[config.mk]
export PLATFORM = sky130hd
export DESIGN_NAME = fact_host_flat
export DESIGN_NICKNAME = d
export VERILOG_FILES = /design/src/rtl/fact_host_if.sv /design/src/rtl/fact_host.sv /design/src/flat_wrapper.sv
export SDC_FILE = /design/constraint.sdc
export NUM_CORES = 1
export LEC_CHECK = 0
export CELL_PAD_IN_SITES_DETAIL_PLACEMENT = 0
export CELL_PAD_IN_SITES_GLOBAL_PLACEMENT = 2
export CORE_MARGIN = 4
export CORE_UTILIZATION = 26
export DETAILED_ROUTE_END_ITERATION = 16
export PLACE_DENSITY = 0.8
export REMOVE_ABC_BUFFERS = 1
export SLEW_MARGIN = 20
export SYNTH_ARGS = -nofsm -noshare
export SYNTH_HDL_FRONTEND = slang
export SYNTH_SLANG_ARGS = --single-unit
[constraint.sdc]
create_clock -name clk -period 3 [get_ports clk]
set_clock_uncertainty 0.05 [all_clocks]
set_input_delay 0.6 -clock clk [delete_from_list [all_inputs] [get_ports clk]]
set_output_delay 0.6 -clock clk [all_outputs]
set_load 0.05 [all_outputs]
[src/rtl/fact_host_if.sv]
// fact_host_if: groups the client request/response handshake and the
// accelerator register port driven by fact_host.
//   slave  : the view seen by fact_host itself
//   master : the view seen by the client plus the accelerator (bench side)
interface fact_host_if;
    logic        req_valid;
    logic [3:0]  req_n;
    logic        req_ready;
    logic        resp_valid;
    logic [31:0] resp_result;
    logic        resp_err;
    logic        resp_timeout;
    logic        resp_ready;
    logic [1:0]  a;
    logic        we;
    logic [3:0]  wd;
    logic [31:0] rd;

    modport slave (
        input  req_valid, req_n, resp_ready, rd,
        output req_ready, resp_valid, resp_result, resp_err, resp_timeout,
               a, we, wd
    );

    modport master (
        output req_valid, req_n, resp_ready, rd,
        input  req_ready, resp_valid, resp_result, resp_err, resp_timeout,
               a, we, wd
    );
endinterface

[src/rtl/fact_host.sv]
// fact_host: bus initiator for the memory-mapped factorial accelerator.
// Takes n from a client, writes n and go, polls status, reads the result
// and hands it back over a valid/ready response.
// Optional poll timeout: define FACT_HOST_TIMEOUT_EN to compile in a
// 16-bit poll counter and the TIMEOUT_CYCLES parameter.
//
// state  | meaning
// -------+-----------------------------------------------------------
// IDLE   | waiting for a request, req_ready=1, bus idle
// WR_N   | writing latched n to ADDR_N
// WR_GO  | writing 1 to ADDR_GO (also clears stale done/err)
// POLL   | reading ADDR_STAT until err, done (or timeout)
// RD_RES | reading ADDR_RES into resp_result
// RESP   | resp_valid=1, holding the response until resp_ready
module fact_host #(
    parameter logic [1:0] ADDR_N    = 2'b00,
    parameter logic [1:0] ADDR_GO   = 2'b01,
    parameter logic [1:0] ADDR_STAT = 2'b10,
    parameter logic [1:0] ADDR_RES  = 2'b11
`ifdef FACT_HOST_TIMEOUT_EN
    ,
    parameter int         TIMEOUT_CYCLES = 1024
`endif
) (
    input  logic       clk,
    input  logic       rst,
    fact_host_if.slave host
);

    typedef enum logic [2:0] {
        IDLE,
        WR_N,
        WR_GO,
        POLL,
        RD_RES,
        RESP
    } state_t;

    state_t      state_q, state_d;
    logic [3:0]  n_q, n_d;
    logic        accept;
    logic        set_res, set_err, set_to;

    logic [1:0]  a_q, a_d;
    logic        we_q, we_d;
    logic [3:0]  wd_q, wd_d;
    logic        resp_valid_q;
    logic [31:0] result_q;
    logic        err_q;
    logic        timeout_q;

`ifdef FACT_HOST_TIMEOUT_EN
    localparam logic [15:0] TO_LAST = 16'(TIMEOUT_CYCLES - 1);
    logic [15:0] poll_cnt;
`endif

    assign accept = (state_q == IDLE) && host.req_valid;
    // n is captured on the acceptance edge so WR_N can drive it right away
    assign n_d    = accept ? host.req_n : n_q;

    assign host.req_ready    = (state_q == IDLE);
    assign host.resp_valid   = resp_valid_q;
    assign host.resp_result  = result_q;
    assign host.resp_err     = err_q;
    assign host.resp_timeout = timeout_q;
    assign host.a            = a_q;
    assign host.we           = we_q;
    assign host.wd           = wd_q;

    // Next-state logic and response-load strobes
    always_comb begin
        state_d = state_q;
        set_res = 1'b0;
        set_err = 1'b0;
        set_to  = 1'b0;
        case (state_q)
            IDLE: begin
                if (host.req_valid) state_d = WR_N;
            end
            WR_N:  state_d = WR_GO;
            WR_GO: state_d = POLL;
            POLL: begin
                // err wins over done; both win over a timeout on the same cycle
                if (host.rd[1]) begin
                    state_d = RESP;
                    set_err = 1'b1;
                end else if (host.rd[0]) begin
                    state_d = RD_RES;
`ifdef FACT_HOST_TIMEOUT_EN
                end else if (poll_cnt == TO_LAST) begin
                    state_d = RESP;
                    set_to  = 1'b1;
`endif
                end
            end
            RD_RES: begin
                state_d = RESP;
                set_res = 1'b1;
            end
            RESP: begin
                if (host.resp_ready) state_d = IDLE;
            end
            default: state_d = IDLE;
        endcase
    end

    // Bus value for the state being entered, so it is registered for the whole cycle
    always_comb begin
        a_d  = 2'b00;
        we_d = 1'b0;
        wd_d = 4'd0;
        case (state_d)
            WR_N: begin
                a_d  = ADDR_N;
                we_d = 1'b1;
                wd_d = n_d;
            end
            WR_GO: begin
                a_d  = ADDR_GO;
                we_d = 1'b1;
                wd_d = 4'b0001;
            end
            POLL:    a_d = ADDR_STAT;
            RD_RES:  a_d = ADDR_RES;
            default: ;
        endcase
    end

    // State, latched n and registered bus outputs
    always_ff @(posedge clk or posedge rst) begin
        if (rst) begin
            state_q      <= IDLE;
            n_q          <= 4'd0;
            a_q          <= 2'b00;
            we_q         <= 1'b0;
            wd_q         <= 4'd0;
            resp_valid_q <= 1'b0;
        end else begin
            state_q      <= state_d;
            n_q          <= n_d;
            a_q          <= a_d;
            we_q         <= we_d;
            wd_q         <= wd_d;
            resp_valid_q <= (state_d == RESP);
        end
    end

    // Response payload, loaded once on the way into RESP and held there
    always_ff @(posedge clk or posedge rst) begin
        if (rst) begin
            result_q  <= 32'd0;
            err_q     <= 1'b0;
            timeout_q <= 1'b0;
        end else if (set_res) begin
            result_q  <= host.rd;
            err_q     <= 1'b0;
            timeout_q <= 1'b0;
        end else if (set_err) begin
            result_q  <= 32'd0;
            err_q     <= 1'b1;
            timeout_q <= 1'b0;
        end else if (set_to) begin
            result_q  <= 32'd0;
            err_q     <= 1'b1;
            timeout_q <= 1'b1;
        end
    end

`ifdef FACT_HOST_TIMEOUT_EN
    // Consecutive idle-status POLL cycles; restarts for every new request
    always_ff @(posedge clk or posedge rst) begin
        if (rst) begin
            poll_cnt <= 16'd0;
        end else if (state_d == WR_N) begin
            poll_cnt <= 16'd0;
        end else if (state_q == POLL && state_d == POLL) begin
            poll_cnt <= poll_cnt + 16'd1;
        end
    end
`endif

endmodule

[src/flat_wrapper.sv]
// flat-port wrapper written by rule: the top's interface ports become plain ports
module fact_host_flat 
#(
    parameter logic [1:0] ADDR_N    = 2'b00,
    parameter logic [1:0] ADDR_GO   = 2'b01,
    parameter logic [1:0] ADDR_STAT = 2'b10,
    parameter logic [1:0] ADDR_RES  = 2'b11

)
  (clk, rst, host_req_valid, host_req_n, host_resp_ready, host_rd, host_req_ready, host_resp_valid, host_resp_result, host_resp_err, host_resp_timeout, host_a, host_we, host_wd);
  fact_host_if host_i ();
  input  logic clk;
  input  logic rst;
  input wire logic [$bits(host_i.req_valid)-1:0] host_req_valid;
  input wire logic [$bits(host_i.req_n)-1:0] host_req_n;
  input wire logic [$bits(host_i.resp_ready)-1:0] host_resp_ready;
  input wire logic [$bits(host_i.rd)-1:0] host_rd;
  output wire logic [$bits(host_i.req_ready)-1:0] host_req_ready;
  output wire logic [$bits(host_i.resp_valid)-1:0] host_resp_valid;
  output wire logic [$bits(host_i.resp_result)-1:0] host_resp_result;
  output wire logic [$bits(host_i.resp_err)-1:0] host_resp_err;
  output wire logic [$bits(host_i.resp_timeout)-1:0] host_resp_timeout;
  output wire logic [$bits(host_i.a)-1:0] host_a;
  output wire logic [$bits(host_i.we)-1:0] host_we;
  output wire logic [$bits(host_i.wd)-1:0] host_wd;
  assign host_i.req_valid = host_req_valid;
  assign host_i.req_n = host_req_n;
  assign host_i.resp_ready = host_resp_ready;
  assign host_i.rd = host_rd;
  assign host_req_ready = host_i.req_ready;
  assign host_resp_valid = host_i.resp_valid;
  assign host_resp_result = host_i.resp_result;
  assign host_resp_err = host_i.resp_err;
  assign host_resp_timeout = host_i.resp_timeout;
  assign host_a = host_i.a;
  assign host_we = host_i.we;
  assign host_wd = host_i.wd;
  fact_host #(.ADDR_N(ADDR_N), .ADDR_GO(ADDR_GO), .ADDR_STAT(ADDR_STAT), .ADDR_RES(ADDR_RES)) u_core (.clk(clk), .rst(rst), .host(host_i));
endmodule
# Word-level counts from Yosys, hierarchy flattened
# Index checks and enable logic that the tools add are counted.
[op_classes]
shifts = 0
div_mod_pow = 0
n_eq_ne = 10
reduce_logical = 4
order_cmp = 0
add_sub_neg = 0
n_mux = 18
bitwise = 0
mul = 0
[op_table]
columns = ["op", "count"]
rows = [
  ["32-bit 2-to-1 mux", 2],
  ["3-bit one-hot mux with 6 select lines", 1],
  ["3-bit by 2-bit equality test with 1-bit output (second input constant)", 4],
  ["3-bit equality test (second input constant)", 4],
  ["3-bit 2-to-1 mux", 4],
  ["1-bit 2-to-1 mux", 8],
  ["4-bit one-hot mux with 2 select lines", 1],
  ["3-bit by 1-bit equality test with 1-bit output (second input constant)", 2],
  ["2-bit one-hot mux with 3 select lines", 1],
  ["4-bit 2-to-1 mux", 1],
  ["3-bit zero test", 1],
  ["2-bit nonzero test", 1],
  ["2-bit OR reduction", 1],
  ["1-bit logical AND", 1],
]
[totals]
output_inout_bits = 43
latchBits = 0
rom_bits = 0
in_bits = 40
wordCells = 41
register_bits = 49
ram_bits = 0
mem_count = 0

# Depth between registers and ports, before layout
# Gate-level depths: netlist of run 1.
[logic_depth]
word_depth = 6
depth_mapped = 5
mapped_depth_nobuf = 3

# Worst setup path before layout of run 1
# No wires, ideal clock.
[synth_timing]
kind = "register to output"
startpoint = "register u_core.state_q[1]"
endpoint = "output port host_req_ready"
required_ns = 2.350
path_stages_with_launch = 3
n_path_buf = 1
path_slack_ns = 1.134
t_arrival_ns = 1.216
cell_sequence = "dfrtp_1 > buf_6 > nor3_2"
[synth_via]
elab_chain_len = 1
[synth_lines]
columns = ["item", "line_no", "source"]
rows = [
  ["start: declaration", "fact_host.sv:39", "state_t state_q, state_d;"],
  ["start signal: assignment", "fact_host.sv:139", "state_q <= state_d;"],
  ["3-bit zero test", "fact_host.sv:61", "assign host.req_ready = (state_q == IDLE);"],
  ["end: declaration", "flat_wrapper.sv:18", "output wire logic [$bits(host_i.req_ready)-1:0] host_req_ready;"],
]
# No other way between the ends.

# Final worst setup path of run 1
[layout_timing]
startpoint = "register u_core.state_q[0]"
endpoint = "output port host_req_ready"
# Same word-level chain as after synthesis.

==> impl.org, run 1 <==
** Finish
- Fraction of final layout cells with drive strength greater than 1 :: under 10%
- Relative area change from synthesis to final layout :: 57.9%
- Summing all non-filler instances in the final layout gives an area of 0.00268 mm².
- The final layout contains 243 nets.
- Post-layout utilization of the core :: 42.2%
- The number of antenna diodes in the final layout is 0.

** Power and ir drop
- Sequential share of power :: 29.1%
- Overall power consumption after layout is estimated at 3.54 mW.
- The share of total power dissipated in combinational logic is 58.3%.
- Cell internal power dissipation :: 1.86 mW
- Power density over cell area :: 1320 mW/mm²
- IR analysis of the VDD net gives a maximum drop of 0.521 mV.
- In this run the power spent charging and discharging nets is about 1.7 mW.
- Leakage dissipation :: 1.18 nW
- Per report_power, the clock group accounts for 12.6% of the total.
- Net Sw Frac :: 47.5%

** Floorplanning
- The initial utilization of the core area, before any placement, comes to 26.7%.
- The floorplan step defined a core boundary enclosing 0.00635 mm².
- Measured along the y axis, the die boundary spans 88.8 µm.
- For this design the top-level I/O count stands at 83.
- From left edge to right edge, the die measures 88.8 µm.
- After floorplanning, the core was divided into 29 placement rows.
- Area enclosed by the die boundary :: between 0.007 and 0.008 mm²

** STA
- Unrepaired setup endpoints after global routing :: no
- At the pin with the least slew margin, the transition time is 0.537 ns.
- Adding up every negative setup slack in the final design gives 0 ns.
- After layout, the minimum clock period comes to 2.70 ns.
- Setup slack of the critical path after layout :: 0.303 ns
- Headroom to the max-slew limit came out at 64.1%.
- Highest attainable clock frequency :: 371 MHz
- Number of hold violations in the final report :: 0
- Setup violations remaining at the end of the flow were counted as 0.
- Final period utilization :: 89.9%
- The number of pins exceeding their max-slew limit in the final report was 0.

** Global route
- The first global-routing pass estimated 7140 µm of wire.
- Summed over all layers, the global routing overflow is 0.
- Entering global routing, the biggest net connects 33 pins.
- The initial antenna violation count came to 0.
- The number of global-route vias before repair is about 1400.
- Total global-route track usage :: between 10% and 20%

** Placement
- Port buffering added 81 buffers.
- Routability-driven placement finished with a final weighted congestion of 0.687.
- OpenSTA, run right after detailed placement, puts the worst setup slack at ~0.63 ns.
- Detailed placement ended at an HPWL of 3190 µm.
- Total placed instance area :: 0.00257 mm²

** Synthesis
- Yosys attributes the largest share of cell area to dfrtp_1, a22o_1, buf_6.
- The commonest cells after synthesis are dfrtp_1, a22o_1, buf_6.
- Mux share of post-synthesis cell area :: 0%
- Counting flops with an async set or reset pin after synthesis yields a share of 100%.
- Register bit count reported by yosys :: 44
- Fraction of the mapped netlist area in adder cells :: 0%
- Synth Area in Simple Gates :: 5.90%
- For this run, the leading register cell type out of synthesis is dfrtp_1.
- Summing the areas of all compound-gate instances in the mapped netlist gives 23.2% of the synthesized area.
- Number of synthesized flops with an enable pin :: 0
- The average instance in the mapped netlist occupies 14.1 µm².
- After synthesis, the largest family of logic cells by area is compound AO/OA/AOI/OAI gates.
- Post-synthesis cell count :: 120
- Most common cell in the synthesized netlist :: dfrtp_1
- The cell area that synthesis handed to floorplanning was 0.00170 mm².
- XOR/XNOR Fraction of Synth Area :: 0%
- After synthesis, flip-flops and latches occupy 64.9% of the total area.
- The largest total area in the synthesized netlist belongs to dfrtp_1.
- In this run the biggest area consumer among cell types represents 64.9% of the synthesized area.
- The Yosys step of the flow raised 0 warnings.
- After synthesis, the netlist uses 26 different library cells.

** Setup path
- The critical path is of the reg -> out type.
- Crit start category :: flip-flop
- CP Cell Sequence :: nor3_2, clkdlybuf4s50_1
- STA classifies the critical path endpoint as a primary output.
- Of all nets on the critical path, the largest fanout is 14.
- At the worst endpoint, the arrival time is between 2 and 2.5 ns.
- Biggest cell delay along the critical path :: 0.86 ns
- For the worst setup path, the data required time is 2.35 ns.
- Cell with the biggest individual delay on the critical path :: clkdlybuf4s50_1

** Clocking
- Root cell of the clock tree :: clkbuf_8
- The H-tree was split into 2 levels.
- TritonCTS built the clock tree.
- Number of hold buffers added after cts :: 0
- The number of setup buffers added after CTS is 0.
- In this run the deepest clock path goes through 2 buffers.
- Clock-pin transition on the worst setup and hold timing paths :: 0.08 ns
- In this run, CTS created clock tree buffers numbering 5.
- Clock sink count :: 44
- Count of instances resized after the clock tree is built :: 0
- Later-pin clock latency in the skew report :: a little under 0.3 ns

** Drt
- DR DRC count :: 0
- Number of design-rule violations left by the first detailed-router iteration :: 41
- The routed layout has 1278 vias.
- In the final routed layout, each cell accounts on average for 15.6 µm.
- In this run the remaining antenna-violating nets after routing total 0.
- Total Wirelength :: around 4400 µm
- Using the TritonRoute via totals, the vias-per-cell ratio works out to roughly 4.5.
- First-pass detailed-route iteration total :: 4

** Flow run
- Max-cap violations :: 0

** Min path
- The worst hold path belongs to the class reg -> reg.

** Outcome
- Result of the run :: completed
-- through the flow --
stage / hold WS [ns] / std cells
final: 0.452 / 281
after global routing: 0.472 / 281
after CTS: 0.458 / 281
after detailed placement: 0.431 / 273
after global placement: 0.433 / 273
after floorplan: 0.519 / 110
-- sequential cells by signal, summed over array words and instances (netlist names) --
signal                   cells
u_core.host.resp_err         1
u_core.host.wd               4
u_core.state_q               3
u_core.host.we               1
u_core.host.a                2
u_core.host.resp_result     32
u_core.host.resp_valid       1
-- power by group through the flow --
stage / logic, mW / clock network, mW / registers, mW
2_1_floorplan: 0.442 / 0 / 1.92
3_3_place_gp: 2.08 / 0 / 1.04
3_5_place_dp: 2.09 / 0 / 1.04
4_1_cts: 2.09 / 0.467 / 1.03
5_1_grt: 2.18 / 0.498 / 1.07
6_report: 2.07 / 0.448 / 1.03
-- kinds of logic (layout without fill, tap and decap cells) --
logic type / Yosys count / count (layout)
AO/OA/AOI/OAI: 46 / 46
flip-flops: 44 / 44
buffers and inverters: 13 / 97
AND/OR/NAND/NOR: 16 / 16
other: 1 / 1
-- worst paths after layout --
check | startpoint | endpoint | slack, ns | depth (start not counted)
worst max-delay path | u_core.state_q[0] | host_req_ready | 0.30 | 2
worst min-delay path | u_core.host.resp_result[15] | u_core.host.resp_result[15] | 0.45 | 1
worst max register to register | u_core.state_q[1] | u_core.host.resp_result[13] | 1.33 | 5
worst min register to register | u_core.host.resp_result[15] | u_core.host.resp_result[15] | 0.45 | 1
max in group asynchronous | rst | u_core.host.resp_result[2] | 1.77 | 3
min in group asynchronous | rst | u_core.host.wd[1] | 0.57 | 2
-- critical path: cells and delay by family (launching register included) --
| family | cells | cell delay (ns) |
|---|---|---|
| DFF | 1 | 0.57 |
| buffers and inverters | 1 | 0.86 |
| and+or+nand+nor | 1 | 0.32 |
-- cells in the final DEF, fill, tap and decap left out, types with 2 or more instances in the layout --
cell type / n
clkdlybuf4s50_1: 81
dfrtp_1: 44
a22o_1: 32
clkbuf_8: 5
nor2_1: 4
buf_4: 4
o21ai_1: 3
and3_1: 3
nand2_1: 2
nand2b_1: 2
inv_1: 2
o21a_1: 2
a21oi_1: 2
-- layout make-up --
type / instances / area (µm²)
clock buffer: 5 / 68.8
timing repair buffer: 86 / 861
inverter: 3 / 11.3
clock inverter: 3 / 42.5
fill: 598 / 3670
multi-input combinational: 63 / 497
sequential: 44 / 1100
tap: 77 / 96.3
-- per-layer routing --
layer / wire length (µm) / up-vias / global-route usage, %
met2: 1960 / 49 / 18.7
li1: - / 609 / -
met1: 1900 / 614 / 14.7
met3: 496 / 6 / 6.61
met4: 46 / 0 / 3.30
met5: 0 / - / 0
Note: power is estimated with default switching activity, not from simulation.
==> run 2, diff against run 1 <==
ABC_AREA = 1   (was unset)
CORE_UTILIZATION = 24   (was 26)
GPL_ROUTABILITY_DRIVEN = 0   (was unset)
==> run 2 against run 1 <==
Clock power increased by 9.2%. Sequential cell count is the same. First-iteration DRC count fell by 4.9%. Critical path depth increased by 2. Fmax rose by 8.1%. Area after synthesis increased by 5.4%. Non-clock buffer count shrank 2. Cell count grew 33%. Worst setup slack improved by 0.20 ns. Critical path type unchanged. Largest cell class unchanged.
==> impl.org, run 2 <==
** Outcome
- The flow ran to the end, and the final reports show no timing, DRC or antenna violations.

** Synthesis
- Number of synthesized flops with an enable pin :: 0
- Async S/R FF share, synth :: 100%
- In the synthesized netlist, the number of instances is between 150 and 200.
- Post-synth design cell area :: 0.00179 mm²
- Mean instance size in the synthesized netlist :: 9.21 µm²
- Most used flip-flop cell after synthesis :: dfrtp_1
- Sorting the synthesized cells by area gives the leading types as dfrtp_1, nand2_1, nand3_1.
- The Yosys step of the flow raised 0 warnings.
- Cell taking the most area after synthesis :: dfrtp_1
- Register bit count reported by yosys :: 44
- Proportion of synthesized chip area in sequential cells :: ~62%
- Most common cell in the synthesized netlist :: nand2_1
- In this run, distinct cell masters in the synthesized netlist total 18.
- After synthesis, the largest area contributor takes up between 60% and 70% of total cell area.
- Most common library cells after synthesis :: nand2_1, dfrtp_1, nand3_1

** Setup path
- Maximum fanout along the worst path :: 6
- At the worst endpoint, the arrival time is 1.85 ns.
- The worst setup path is launched from a flip-flop.
- For the worst setup path, the data required time is 2.35 ns.
- Type of the worst setup path :: reg -> out
- Biggest cell delay along the critical path :: 0.79 ns
- Beginning of the worst register-to-register path :: u_core.state_q[0]
- The slowest stage of the critical path belongs to the cell clkdlybuf4s50_1.
- Tracing the worst setup path back leads to its startpoint at u_core.state_q[0].
- Kind of capture point of the worst setup path :: primary output
- CP Cell Sequence :: nor2_2, nand2_1, inv_1, clkdlybuf4s50_1

** Finish
- The sequential cells in the finished layout cover a total of 0.00110 mm².
- Fraction of final layout cells with drive strength greater than 1 :: around 6.9%
- Max FFs per register :: 32
- In the final layout, the multi-input gates occupy between 500 and 600 µm².
- The library cell used most frequently in the layout, excluding fill and tap cells, is clkdlybuf4s50_1.
- The repair_antennas step left the layout with diodes totalling 0.
- Final layout net count :: 314
- The top cell types in the final layout, fill and taps aside, are clkdlybuf4s50_1, nand2_1, dfrtp_1, nand3_1, inv_1.
- Total of fill cells in the finished design :: 734
- From synthesis to final layout, the design area changed by 56.0%.

** Power and ir drop
- The worst-case IR drop observed on VDD is 0.482 mV.
- Summing internal, switching and leakage power gives 2.99 mW.
- Leakage dissipation :: 1.37 nW
- Power density over cell area :: 1070 mW/mm²

** Clocking
- The H-tree was split into 2 levels.
- Clock-pin transition on the worst setup and hold timing paths :: 0.08 ns
- Number of hold buffers added after cts :: 0
- Clock sink count :: 44
- The clock reaches the later pin of the worst-skew pair after a little under 0.3 ns.
- After clock tree synthesis, the repair step resized 0 gates.
- TritonCTS built the clock tree.
- After clock tree synthesis, the setup repair step added 0 buffers.
- Root cell of the clock tree :: clkbuf_8
- Number of buffers added by the clock tree synthesis step :: 5
- No sink is reached through more buffers than the 2 on the longest clock path.

** STA
- Final period utilization :: 83.2%
- Summed over all failing endpoints, the final setup total negative slack is 0 ns.
- After layout, the minimum clock period comes to 2.50 ns.
- Based on the critical path, the design can be clocked at up to 401 MHz.
- Setup violations remaining at the end of the flow were counted as 0.
- Unrepaired setup endpoints after global routing :: no
- Tightest Pin Transition :: 0.553 ns
- The number of pins exceeding their max-slew limit in the final report came to 0.
- The final number of hold-violating endpoints is 0.
- The worst pin sits at a relative slew slack of 63.1%.

** Drt
- The first routing iteration left 39 violations.
- Across all layers, the routed design uses 1560 vias.
- Detail Route Antenna Nets :: 0
- Routed length per placed instance :: 12.7 µm
- For this run, design rule violations remaining after detail routing come to 0.
- For this block, the routed nets add up to 4740 µm of wire.
- Routed via count divided by cell count :: ~4.2
- First-pass detailed-route iteration total :: 4

** Floorplanning
- Width of the die :: 94.3 µm
- The floorplan step defined a core boundary enclosing ~0.0073 mm².
- The floorplan has 31 rows.
- In this run the count of I/O pins placed on the die edge is 83.
- Area enclosed by the die boundary :: 0.00889 mm²
- Initial cell density of the core :: 24.6%
- Die extent in y :: 94.3 µm

** Global route
- The first global-routing pass estimated 7940 µm of wire.
- Vias in the first global route :: 1643
- In the global route stage, overall resource usage came out at 11.3%.
- Global routing finished with a remaining overflow of 0.
- The initial antenna violation count is 0.
- Largest net degree at the start of global routing :: 36

** Min path
- In this run the most critical hold path is launched from u_core.host.resp_err.
- Hold Path Class :: reg -> reg

** Placement
- Placed wire-length estimate after detailed placement :: 3280 µm
- I/O Buffers :: 81

** Flow run
- Max-cap violations :: 0
## run 2: routing by layer
layer	vias up	share of wire [%]	track usage, %
li1	769	-	-
met3	6	9.6	3.93
met1	729	44	14.0
met5	-	0	0
met2	56	46	18.6
met4	0	0.97	3.25
## run 2: path summary, 6_finish.rpt
check,end,slack (ns),depth (start not counted)
max,host_req_ready,0.50,4
min,u_core.host.resp_err,0.44,2
max reg2reg,u_core.host.resp_result[0],1.27,6
min reg2reg,u_core.host.resp_err,0.44,2
max in group asynchronous,u_core.host.resp_result[18],1.83,3
min in group asynchronous,u_core.host.resp_result[7],0.51,2
## run 2: area by class of cell
type                       instances  area share [%]
clock inverter                     1            1.08
inverter                          12            1.62
multi-input combinational        127            20.0
sequential                        44            39.5
timing repair buffer              84            29.9
tap                               99            4.45
clock buffer                       7            3.46
## run 2: worst max-delay path: cells and delay by family (launching register included)
| kind | cells | cell delay [ns] |
|---|---|---|
| buf+inv | 2 | 0.85 |
| flops | 1 | 0.45 |
| simple gates | 2 | 0.26 |
## run 2: kinds of logic (layout without fill, tap and decap cells)
logic type	Yosys count	in the layout	share of synthesized area [%]
AO/OA/AOI/OAI	4	4	1.12
buffers and inverters	23	104	7.21
flip-flops	44	44	61.6
AND/OR/NAND/NOR	122	122	29.8
other	1	1	0.210
## run 2: report_power, final
group	total, mW	switching, mW	internal, mW
sequential	0.918	0.113	0.804
clock	0.489	0.195	0.294
combinational	1.59	1.08	0.506
## run 2: metrics by stage
step	setup slack [ns]	utilization, %	hold slack, ns	std cells	area [µm²]
CTS	0.490	38.4	0.448	374	2790
global route	0.417	38.4	0.473	374	2790
floorplan	1.32	-	0.568	183	1700
global placement	0.835	36.7	0.425	366	2660
finish	0.505	38.4	0.437	374	2790
detailed placement	0.831	36.7	0.425	366	2660
==> run 3, diff against run 2 <==
CORE_UTILIZATION = 23   (was 24)
PLACE_DENSITY = 0.78   (was 0.8)
clock period = 2.3 ns   (was 3 ns; I/O delays follow)
==> run 3 against run 2 <==
Sequential cell count unchanged. Core utilization down 1.4 points. Die area up 4.0%. Cell area down 1.7%. Clock power shrank 8.6%. Cell count shrank 0.53%.
==> impl.org, run 3 (synthesized netlist as in run 2, its figures left out) <==
** Setup path
- Data on the critical path is required at its endpoint by about 1.8 ns.
- The worst register-to-register path ends at u_core.host.resp_result[7].
- Beginning of the worst register-to-register path :: u_core.state_q[0]
- In this run the worst path has a maximum fanout of 2.
- CP Cell Sequence :: clkdlybuf4s50_1
- Worst setup path start :: u_core.host.resp_result[16]
- Kind of capture point of the worst setup path :: primary output
- Biggest cell delay along the critical path :: 0.82 ns
- For this design, the slowest cell found on the critical path is clkdlybuf4s50_1.
- Buffers and inverters on the worst path :: 1
- Delay-heaviest family, CP :: buffers and inverters
- For the worst flop-to-flop path, the logic depth is 5.
- Flop2flop setup slack :: between 0.8 and 0.9 ns
- Data arrives at the worst endpoint at approximately 1.5 ns.
- Type of the worst setup path :: reg -> out
- The worst setup path is launched from a flip-flop.

** Power and ir drop
- Worst VDD drop :: ~0.53 mV
- For this design the ratio of total power to cell area is 1360 mW/mm².
- Leakage dissipation :: 1.35 nW
- Final total power :: 3.72 mW

** Drt
- First-pass detailed-route iteration total :: 4
- Routed length per placed instance :: 12.6 µm
- DR DRC count :: 0
- Once detail routing completed, the nets flagged for antenna violations numbered 0.
- After the first detailed-routing iteration, the DRC count stood at between 40 and 50.
- Summing over every cut layer, the via total after detailed routing is 1536.
- Dividing the detail-routed via count by the number of cells gives 4.13.
- Wires add up to 4690 µm.

** Clocking
- TritonCTS built the clock tree.
- The tree is rooted in a clkbuf_8.
- Number of buffers added by the clock tree synthesis step :: 5
- CTS saw 44 sinks.
- Clock-pin transition on the worst setup and hold timing paths :: 0.08 ns
- Later-pin clock latency in the skew report :: a little under 0.3 ns
- The number of gates resized after CTS was 0.
- Number of hold buffers added after cts :: 0
- Once the clock tree was built, the setup fixing pass inserted 0 buffers.
- Buffer depth of the longest clock path :: 2
- The H-tree was split into 2 levels.

** Floorplanning
- The core region is about 0.0074 mm².
- The die covers between 0.009 and 0.01 mm².
- Pin placement for this block handled 83 I/O pins.
- The floorplan step set the die width to approximately 96 µm.
- Die extent in y :: 96.1 µm
- Row cnt :: 31
- The initial utilization of the core area, before any placement, comes to 24.1%.

** Min path
- For hold timing, the worst endpoint is u_core.host.resp_err.
- The path class of the tightest hold or removal check is reg -> reg.
- Hold Startpoint :: u_core.host.resp_err
- Worst hold path stage count :: 2

** Flow run
- Max-cap violations :: 0

** STA
- Number of hold violations in the final report :: 0
- Worst Hold Slack :: 0.443 ns
- Max-slew violations :: 0
- For the finished layout, the period the worst path requires is 1.99 ns.
- For the pin with the worst max-slew slack, the measured transition is 0.555 ns.
- Setup violations remaining at the end of the flow were counted as 0.
- After routing, the total negative slack on setup checks comes to 0 ns.
- Derived from the worst setup path, the maximum achievable clock frequency is 504 MHz.
- Max transition margin :: between 60% and 70%
- Final period utilization :: between 80% and 90%
- Unrepaired setup endpoints after global routing :: no

** Global route
- In the global route stage, overall resource usage came out at between 10% and 20%.
- Vias in the first global route :: around 1500
- For this run, global-route usage on met3 was measured as between 3 and 4%.
- The first global-routing pass estimated 7390 µm of wire.
- Final global-route overflow total :: 0
- Met1 layer usage reported by global route :: 12.4%
- Largest net degree at the start of global routing :: 45
- GRT met2 Usage :: 17.3%
- Layer with the highest usage after global routing :: met2
- The initial antenna violation count is 0.

** Finish
- Leaving out fill and tap cells, the most frequent cells in the layout are clkdlybuf4s50_1, nand2_1, dfrtp_1, nand3_1, inv_1.
- Number of diodes added for antenna fixing :: 0
- After the last flow step, the layout net total stands at 313.
- From synthesis to final layout, the design area changed by 53.4%.
- Total of fill cells in the finished design :: 778
- Fraction of final layout cells with drive strength greater than 1 :: 6.23%
- The multi-input combinational cells in the finished layout cover a total of 557 µm².
- The library cell used most frequently in the layout, excluding fill and tap cells, is clkdlybuf4s50_1.
- The register with the most flip-flops in the layout has 32 of them.
- In the final layout, flip-flops and latches occupy about 0.0011 mm².

** Placement
- Detailed placement finished with a half-perimeter wire length of 3260 µm.
- I/O Buffers :: 81

** Outcome
- The run finished with clean final reports.
-- run 3: cell count changes in the layout (fill, tap and decap cells not counted) --
cell             previous run  this run
buf_4                       3         2
clkbuf_1                    0         1
buf_12                      0         1
clkinv_2                    0         1
bufinv_16                   1         0
clkbuf_8                    7         5
clkdlybuf4s50_1            81        80
-- run 3: worst max-delay path by stage --
stage | endpoint | depth (start not counted)
2_1_floorplan | u_core.host.a[0] | 1
3_3_place_gp | u_core.host.resp_result[1] | 4
3_5_place_dp | u_core.host.resp_result[1] | 4
4_1_cts | host_resp_result[2] | 1
5_1_grt | host_resp_result[16] | 1
6_report | host_resp_result[16] | 1
-- run 3: layer usage --
layer,part of all wire (%),vias up
met5,0,-
met4,1.1,0
met3,8.4,6
met2,48,50
met1,42,716
li1,-,764
-- run 3: final cells by class --
class,count,share of cell area (%)
tap,99,4.52
sequential,44,40.2
clock buffer,6,2.65
clock inverter,1,0.183
timing repair buffer,83,30.5
inverter,12,1.64
multi-input combinational,127,20.3
-- run 3: metrics by stage --
step | instance area [µm²] | util (%) | cells | setup slack [ns]
after detailed placement | 2660 | 35.9 | 365 | 0.575
after global placement | 2660 | 35.9 | 365 | 0.574
after global routing | 2740 | 37.0 | 372 | 0.260
after floorplan | 1700 | - | 183 | 0.759
after CTS | 2740 | 37.0 | 372 | 0.290
final | 2740 | 37.0 | 372 | 0.315
-- run 3: power breakdown --
group,leakage (nW),internal (mW),switching (mW)
sequential,0.573,1.05,0.159
clock,0.0410,0.207,0.241
combinational,0.735,0.657,1.40
